**src/rtl/mmc_pkg.sv**
```systemverilog
`default_nettype none
// ============================================================================
// Module      : mmc_pkg
// Description : Shared types and constants for the LCM engine scheduler.
// Revision    : 1.0 - initial release
// ============================================================================
package mmc_pkg;

    // Scheduler FSM states
    typedef enum logic [1:0] {
        IDLE = 2'd0,
        LOAD = 2'd1,
        RUN  = 2'd2,
        RESP = 2'd3
    } state_t;

    // Bits needed to encode a number of distinct codes
    function automatic int err_width(input int n_codes);
        return (n_codes > 1) ? $clog2(n_codes) : 1;
    endfunction

    localparam int ERR_W = err_width(3);

    localparam logic [ERR_W-1:0] ERR_OK      = ERR_W'(0);
    localparam logic [ERR_W-1:0] ERR_ZERO    = ERR_W'(1);
    localparam logic [ERR_W-1:0] ERR_TIMEOUT = ERR_W'(2);

endpackage
`default_nettype wire

```
**src/rtl/mmc_ctrl_if.sv**
```systemverilog
`default_nettype none
// ============================================================================
// Module      : mmc_ctrl_if
// Description : Requester, response and engine signals of the LCM scheduler.
//               slave = scheduler view, master = environment view.
// Revision    : 1.0 - initial release
// ============================================================================
interface mmc_ctrl_if
    import mmc_pkg::*;
#(
    parameter int N   = 4,
    parameter int W   = 32,
    parameter int IDW = $clog2(N)
);
    logic [N-1:0]     req_valid;
    logic [N*W-1:0]   req_a;
    logic [N*W-1:0]   req_b;
    logic [N-1:0]     req_ready;
    logic             rsp_valid;
    logic             rsp_ready;
    logic [IDW-1:0]   rsp_id;
    logic [W-1:0]     rsp_res;
    logic [ERR_W-1:0] rsp_err;
    logic             eng_ld;
    logic [W-1:0]     eng_a;
    logic [W-1:0]     eng_b;
    logic [W-1:0]     eng_res;
    logic             eng_done;

    modport slave (
        input  req_valid, req_a, req_b, rsp_ready, eng_res, eng_done,
        output req_ready, rsp_valid, rsp_id, rsp_res, rsp_err, eng_ld, eng_a, eng_b
    );

    modport master (
        output req_valid, req_a, req_b, rsp_ready, eng_res, eng_done,
        input  req_ready, rsp_valid, rsp_id, rsp_res, rsp_err, eng_ld, eng_a, eng_b
    );

endinterface
`default_nettype wire

```
**src/rtl/mmc_rr_arb.sv**
```systemverilog
`default_nettype none
// ============================================================================
// Module      : mmc_rr_arb
// Description : Combinational round-robin picker. Searches upward from
//               ptr+1 with wrap; the pointer register lives in the caller.
// Revision    : 1.0 - initial release
// ============================================================================
module mmc_rr_arb #(
    parameter int N   = 4,
    parameter int IDW = $clog2(N)
) (
    input  wire logic [N-1:0]   req_i,
    input  wire logic [IDW-1:0] ptr_i,
    input  wire logic           en_i,
    output logic      [N-1:0]   gnt_o,
    output logic      [IDW-1:0] gnt_id_o,
    output logic                any_o
);

    logic [IDW-1:0] w_idx;
    logic           w_found;

    // First set request after the pointer, wrapping around
    always_comb begin
        gnt_o    = '0;
        gnt_id_o = '0;
        w_found  = 1'b0;
        w_idx    = '0;
        for (int i = 1; i <= N; i++) begin
            w_idx = IDW'((int'(ptr_i) + i) % N);
            if (!w_found && req_i[w_idx]) begin
                w_found  = 1'b1;
                gnt_id_o = w_idx;
            end
        end
        any_o = en_i & w_found;
        if (any_o) begin
            gnt_o[gnt_id_o] = 1'b1;
        end
    end

endmodule
`default_nettype wire

```
**src/rtl/mmc_ctrl.sv**
```systemverilog
`default_nettype none
// ============================================================================
// Module      : mmc_ctrl
// Description : Shares one external iterative LCM engine among N requesters:
//               round-robin grant, zero-operand screening, engine load with
//               iteration timeout, tagged valid/ready response.
// Revision    : 1.0 - initial release
// ============================================================================
module mmc_ctrl
    import mmc_pkg::*;
#(
    parameter int N        = 4,
    parameter int W        = 32,
    parameter int MAX_ITER = 1024,
    parameter int IDW      = $clog2(N)
) (
    input  wire logic clk,
    input  wire logic rst_n,
    mmc_ctrl_if.slave bus
);

    localparam int               CNT_W    = (MAX_ITER > 1) ? $clog2(MAX_ITER) : 1;
    localparam logic [CNT_W-1:0] CNT_LAST = CNT_W'(MAX_ITER - 1);

    state_t           state_q, state_d;
    logic [IDW-1:0]   ptr_q, ptr_d;
    logic [CNT_W-1:0] cnt_q, cnt_d;
    logic             eng_ld_q, eng_ld_d;
    logic [W-1:0]     eng_a_q, eng_a_d;
    logic [W-1:0]     eng_b_q, eng_b_d;
    logic             rsp_valid_q, rsp_valid_d;
    logic [IDW-1:0]   rsp_id_q, rsp_id_d;
    logic [W-1:0]     rsp_res_q, rsp_res_d;
    logic [ERR_W-1:0] rsp_err_q, rsp_err_d;

    logic [N-1:0]     w_gnt;
    logic [IDW-1:0]   w_gnt_id;
    logic             w_any;
    logic             w_arb_en;
    logic [W-1:0]     w_sel_a;
    logic [W-1:0]     w_sel_b;

    // Grants only from IDLE; held off while reset is asserted so the
    // accept strobe is low together with every registered output.
    assign w_arb_en = (state_q == IDLE) && rst_n;

    mmc_rr_arb #(
        .N   (N),
        .IDW (IDW)
    ) u_arb (
        .req_i    (bus.req_valid),
        .ptr_i    (ptr_q),
        .en_i     (w_arb_en),
        .gnt_o    (w_gnt),
        .gnt_id_o (w_gnt_id),
        .any_o    (w_any)
    );

    assign w_sel_a = bus.req_a[int'(w_gnt_id)*W +: W];
    assign w_sel_b = bus.req_b[int'(w_gnt_id)*W +: W];

    assign bus.req_ready = w_gnt;
    assign bus.rsp_valid = rsp_valid_q;
    assign bus.rsp_id    = rsp_id_q;
    assign bus.rsp_res   = rsp_res_q;
    assign bus.rsp_err   = rsp_err_q;
    assign bus.eng_ld    = eng_ld_q;
    assign bus.eng_a     = eng_a_q;
    assign bus.eng_b     = eng_b_q;

    // Next-state and registered-output decode for the scheduler
    always_comb begin
        state_d     = state_q;
        ptr_d       = ptr_q;
        cnt_d       = cnt_q;
        eng_ld_d    = 1'b0;
        eng_a_d     = eng_a_q;
        eng_b_d     = eng_b_q;
        rsp_valid_d = rsp_valid_q;
        rsp_id_d    = rsp_id_q;
        rsp_res_d   = rsp_res_q;
        rsp_err_d   = rsp_err_q;
        unique case (state_q)
            IDLE: begin
                if (w_any) begin
                    ptr_d    = w_gnt_id;
                    rsp_id_d = w_gnt_id;
                    eng_a_d  = w_sel_a;
                    eng_b_d  = w_sel_b;
                    // A zero operand would never converge in the engine
                    if ((w_sel_a == '0) || (w_sel_b == '0)) begin
                        rsp_valid_d = 1'b1;
                        rsp_res_d   = '0;
                        rsp_err_d   = ERR_ZERO;
                        state_d     = RESP;
                    end else begin
                        eng_ld_d = 1'b1;
                        state_d  = LOAD;
                    end
                end
            end
            LOAD: begin
                // eng_done is stale here and deliberately ignored
                cnt_d   = '0;
                state_d = RUN;
            end
            RUN: begin
                if (bus.eng_done) begin
                    rsp_valid_d = 1'b1;
                    rsp_res_d   = bus.eng_res;
                    rsp_err_d   = ERR_OK;
                    state_d     = RESP;
                end else if (cnt_q == CNT_LAST) begin
                    rsp_valid_d = 1'b1;
                    rsp_res_d   = '0;
                    rsp_err_d   = ERR_TIMEOUT;
                    state_d     = RESP;
                end else begin
                    cnt_d = cnt_q + 1'b1;
                end
            end
            RESP: begin
                if (rsp_valid_q && bus.rsp_ready) begin
                    rsp_valid_d = 1'b0;
                    state_d     = IDLE;
                end
            end
            default: state_d = IDLE;
        endcase
    end

    // State and output registers; pointer resets to N-1 so requester 0 wins first
    always_ff @(posedge clk or negedge rst_n) begin
        if (!rst_n) begin
            state_q     <= IDLE;
            ptr_q       <= IDW'(N - 1);
            cnt_q       <= '0;
            eng_ld_q    <= 1'b0;
            eng_a_q     <= '0;
            eng_b_q     <= '0;
            rsp_valid_q <= 1'b0;
            rsp_id_q    <= '0;
            rsp_res_q   <= '0;
            rsp_err_q   <= ERR_OK;
        end else begin
            state_q     <= state_d;
            ptr_q       <= ptr_d;
            cnt_q       <= cnt_d;
            eng_ld_q    <= eng_ld_d;
            eng_a_q     <= eng_a_d;
            eng_b_q     <= eng_b_d;
            rsp_valid_q <= rsp_valid_d;
            rsp_id_q    <= rsp_id_d;
            rsp_res_q   <= rsp_res_d;
            rsp_err_q   <= rsp_err_d;
        end
    end

endmodule
`default_nettype wire
```
**src/flat_wrapper.sv**
```systemverilog
// flat-port wrapper written by rule: the top's interface ports become plain ports
module mmc_ctrl_flat import mmc_pkg::*;
#(
    parameter int N        = 4,
    parameter int W        = 32,
    parameter int MAX_ITER = 1024,
    parameter int IDW      = $clog2(N)
)
  (clk, rst_n, bus_req_valid, bus_req_a, bus_req_b, bus_rsp_ready, bus_eng_res, bus_eng_done, bus_req_ready, bus_rsp_valid, bus_rsp_id, bus_rsp_res, bus_rsp_err, bus_eng_ld, bus_eng_a, bus_eng_b);
  mmc_ctrl_if #(.N(N), .W(W), .IDW(IDW)) bus_i ();
  input  wire logic clk;
  input  wire logic rst_n;
  input wire logic [$bits(bus_i.req_valid)-1:0] bus_req_valid;
  input wire logic [$bits(bus_i.req_a)-1:0] bus_req_a;
  input wire logic [$bits(bus_i.req_b)-1:0] bus_req_b;
  input wire logic [$bits(bus_i.rsp_ready)-1:0] bus_rsp_ready;
  input wire logic [$bits(bus_i.eng_res)-1:0] bus_eng_res;
  input wire logic [$bits(bus_i.eng_done)-1:0] bus_eng_done;
  output wire logic [$bits(bus_i.req_ready)-1:0] bus_req_ready;
  output wire logic [$bits(bus_i.rsp_valid)-1:0] bus_rsp_valid;
  output wire logic [$bits(bus_i.rsp_id)-1:0] bus_rsp_id;
  output wire logic [$bits(bus_i.rsp_res)-1:0] bus_rsp_res;
  output wire logic [$bits(bus_i.rsp_err)-1:0] bus_rsp_err;
  output wire logic [$bits(bus_i.eng_ld)-1:0] bus_eng_ld;
  output wire logic [$bits(bus_i.eng_a)-1:0] bus_eng_a;
  output wire logic [$bits(bus_i.eng_b)-1:0] bus_eng_b;
  assign bus_i.req_valid = bus_req_valid;
  assign bus_i.req_a = bus_req_a;
  assign bus_i.req_b = bus_req_b;
  assign bus_i.rsp_ready = bus_rsp_ready;
  assign bus_i.eng_res = bus_eng_res;
  assign bus_i.eng_done = bus_eng_done;
  assign bus_req_ready = bus_i.req_ready;
  assign bus_rsp_valid = bus_i.rsp_valid;
  assign bus_rsp_id = bus_i.rsp_id;
  assign bus_rsp_res = bus_i.rsp_res;
  assign bus_rsp_err = bus_i.rsp_err;
  assign bus_eng_ld = bus_i.eng_ld;
  assign bus_eng_a = bus_i.eng_a;
  assign bus_eng_b = bus_i.eng_b;
  mmc_ctrl #(.N(N), .W(W), .MAX_ITER(MAX_ITER), .IDW(IDW)) u_core (.clk(clk), .rst_n(rst_n), .bus(bus_i));
endmodule
```
**config.mk**
```make
export PLATFORM = sky130hd
export DESIGN_NAME = mmc_ctrl_flat
export DESIGN_NICKNAME = d
export VERILOG_FILES = /design/src/rtl/mmc_pkg.sv /design/src/rtl/mmc_ctrl_if.sv /design/src/rtl/mmc_rr_arb.sv /design/src/rtl/mmc_ctrl.sv /design/src/flat_wrapper.sv
export SDC_FILE = /design/constraint.sdc
export NUM_CORES = 1
export LEC_CHECK = 0
export CAP_MARGIN = 30
export CORE_AREA = 3 3 156 158
export DETAILED_ROUTE_END_ITERATION = 7
export DIE_AREA = 0 0 159 161
export PLACE_DENSITY = 0.77
export SLEW_MARGIN = 20
export SYNTH_ARGS = -nofsm -noshare
export SYNTH_HDL_FRONTEND = slang
export SYNTH_SLANG_ARGS = --single-unit
```
**constraint.sdc**
```tcl
create_clock -name clk -period 5.43 [get_ports clk]
set_clock_uncertainty 0.15 [all_clocks]
set_input_delay 1.629 -clock clk [delete_from_list [all_inputs] [get_ports clk]]
set_output_delay 1.629 -clock clk [all_outputs]
set_load 0.005 [all_outputs]
```
==> metrics, run 1 <==
status completed; most used routing layer in global routing met2; routed via count divided by cell count 5.72; Root Driver clkbuf_16; Post-Synthesis Net Count 1,437; Min Clock Period, post-route 5.37 ns; weighted congestion reported at the end of routability-driven placement 0.938; main combinational cell family by area after synthesis compound AO/OA/AOI/OAI gates; library cell occupying the most area in the post-synthesis netlist dfrtp_1; mean instance size in the synthesized netlist 7.49 µm²; most instantiated cells after synthesis nand2_1 (197), dfrtp_1 (114), inv_1 (114); via count of the first global-routing pass 10,200; netlist area before placement 0.00851 mm²; met1 routing resource usage after global routing 37.3%; clk buf depth 2; level count of the clock H-tree 4; total of endpoints with negative setup slack in the final report 0; post-CTS setup buffer count 0; clock insertion delay at the later pin of the skew report 0.42 ns; upper clock frequency limit 186 MHz; starting utilization of the core area 36.6%; proportion of power drawn by flip-flops and latches 22.6%; arrival time at the worst endpoint 3.59 ns; warnings from Yosys 0; top fanout value on the critical path 5; met3 track demand over resource 6.54%; worst vdd rail ir drop 0.300 mV; share of cells above drive strength 1 10.1%; starting DRC count in detailed routing 1,038; dpl cells 1,808; antenna violations before repair 7; width of the chip 159 µm; total area of sequential cells 0.00291 mm²; async set-or-reset flop fraction in the synthesized netlist 100%; antenna violation net count after detailed routing 0; count of pins over their slew limit 0; number of iterations in the first detailed-routing pass 6; dominant synthesized flop cell dfrtp_1; Slew headroom 40.9%; hpwl dp 30.7 mm; final net count 1,809; wire length of the first global-routing pass 60.5 mm; number of distinct standard cells referenced by the synthesized netlist 49; die area 0.0256 mm²; pwr dens 479 mW/mm²; mux share of post-synthesis cell area 0.750%; post-route fraction of the period consumed by the critical path 98.8%; total routed wirelength 40.2 mm; Synth top area share 33.5%; Post-Place Setup Slack -0.264 ns; Switching Share 43.1%; setup repair after global routing missed its margin no; number of storage elements in the synthesis netlist 116; die extent in y 161 µm; number of rows created at floorplan 56; fillcell total 2,139; maximum number of pins on one net before global-route repair 157; most area-consuming cells after synthesis dfrtp_1 (34%), nand2_1 (8.7%), a31oi_1 (7.9%); P_sw 2.86 mW; fin cells 1,842; total number of clock tree sinks 116; fraction of synthesized cell area in xor and xnor cells 0.412%; Final Hold Violating Endpoints 0; routed vias 10,500; count of flip-flops with a built-in enable after synthesis 0; Setup Crit Path Kind input pin to output port; class of the most critical hold timing path flop to flop; growth of design area from synthesis to finish 62.9%; cell count of the worst hold path 2; clock power share 18.3%; Worst Setup Slack, final 0.0634 ns; worst hold margin 0.328 ns; clock tree from TritonCTS yes; DR DRC count 0; Setup crit end kind output port; met2 track demand over resource 50.4%; post-synthesis sequential area ratio 34.1%; adder-cell area share of the yosys netlist 0.735%; IO Pins 402; count of mapped cells out of synthesis 1,136; power share of the combinational group 59.2%; Max-cap violations 0; Global Route Usage Sum 30.1%; wire per inst 21.8 µm; simple logic cell fraction of the synthesized area 18.3%; transition time at the pin with the least slew margin 0.886 ns; internal power 3.78 mW; path depth of the worst reg2reg path 13; category of the worst setup path launch point input pin; clock-pin slew of the registers on the worst-case setup and hold paths 0.06 ns; compound-gate portion of the synthesized area 33.5%; PortBufs 401; multi-input logic area 0.00468 mm²; Worst Path Required 3.65 ns; global-route congestion overflow total 0; dominant cell by count in the synthesized netlist nand2_1; Floorplan Core Area 0.0233 mm²; CTS Hold Buffers Added 0; number of CTS-inserted buffers 17; static leakage 5.95 nW
-- timing repair --
| action | CTS | global route |
|---|---|---|
| setup endpoints to repair | 4 | 1 |
| pin swaps | 0 | 0 |
| gates resized for setup | 9 | 1 |
-- cell type report --
class                      instances  area share, %
antenna                            2         0.0361
clock buffer                      17           3.07
clock inverter                    15           1.47
inverter                         114           3.09
multi-input combinational        766           33.8
sequential                       116           21.0
tap                              319           2.88
timing repair buffer             493           34.7
-- metrics by stage --
step                power [mW]  utilization (%)  TNS (ns)  cell area (µm²)
floorplan                 3.32                -         0             8510
global placement          5.33             56.8     -6.20            13200
detailed placement        5.39             56.8     -5.42            13200
CTS                       6.62             59.6         0            13900
global route              7.03             59.6         0            13900
finish                    6.64             59.6         0            13900
-- logic make-up (layout without fill, tap and decap cells) --
kind of cell | after synthesis | after routing
other cells | 0 | 2
simple gates | 345 | 345
xor+xnor | 4 | 4
compound gates | 406 | 406
buf+inv | 254 | 639
fa+ha+maj | 5 | 5
flops | 116 | 116
mux | 6 | 6
-- cell usage in the layout (no fill, tap or decap), types with 4 or more instances in the layout --
master	instances
clkdlybuf4s50_1	396
nand2_1	197
inv_1	114
dfrtp_1	114
a31oi_1	108
o21ai_0	90
buf_4	83
nor3_1	64
o32ai_1	54
o311ai_0	48
o31ai_1	40
nand3_1	34
clkbuf_16	17
and3_1	14
a221oi_1	11
a211oi_1	10
o2111ai_1	10
buf_12	9
nand4_1	7
nor2_1	7
inv_6	7
o311ai_1	6
o21ai_1	6
ha_1	5
nor2b_1	4
nor4_2	4
xor2_1	4
inv_8	4
-- state kept, by name (all words and copies together) (netlist names) --
name	flops
u_core.bus.rsp_err	2
u_core.bus.rsp_valid	1
u_core.bus.eng_ld	1
u_core.ptr_q	2
u_core.cnt_q	10
u_core.state_q	2
u_core.bus.rsp_res	32
u_core.bus.rsp_id	2
u_core.bus.eng_a	32
u_core.bus.eng_b	32
-- path summary, 6_finish.rpt --
| path | slack, ns | end | from |
|---|---|---|---|
| worst min-delay path | 0.33 | u_core.bus.eng_a[28] | u_core.bus.eng_a[28] |
| worst max-delay path | 0.06 | bus_req_ready[3] | bus_req_valid[2] |
| worst min register to register | 0.33 | u_core.bus.eng_a[28] | u_core.bus.eng_a[28] |
| max in group asynchronous | 2.63 | u_core.bus.rsp_res[31] | rst_n |
| min in group asynchronous | 0.89 | u_core.bus.eng_b[24] | rst_n |
| worst max register to register | 1.23 | u_core.bus.rsp_res[16] | u_core.ptr_q[1] |
-- routing by layer --
metal,share of wire (%),up-vias
li1,-,4939
met1,39,4922
met2,48,568
met3,7.5,102
met4,4.6,10
met5,0.18,-
-- critical path: stages --
cell             delay, ns
clkdlybuf4s50_1       0.52
or4_4                 0.60
nand3_4               0.13
nor2_1                0.09
and2_1                0.16
clkdlybuf4s50_1       0.45
-- power groups by stage --
stage	Sequential (mW)	Combinational, mW	Clock (mW)
floorplan	1.46	1.86	0
global placement	1.50	3.83	0
detailed placement	1.51	3.88	0
CTS	1.50	3.90	1.23
global route	1.54	4.23	1.26
finish	1.50	3.93	1.21
Power figures use the tool's default switching activity.
==> inputs of run 2 (changes only) <==
Settings changed: ABC_CLOCK_PERIOD_IN_PS set to 5430.
==> results of run 2 <==
Same layout as run 1: the final DEF is identical, and so are final timing and power.
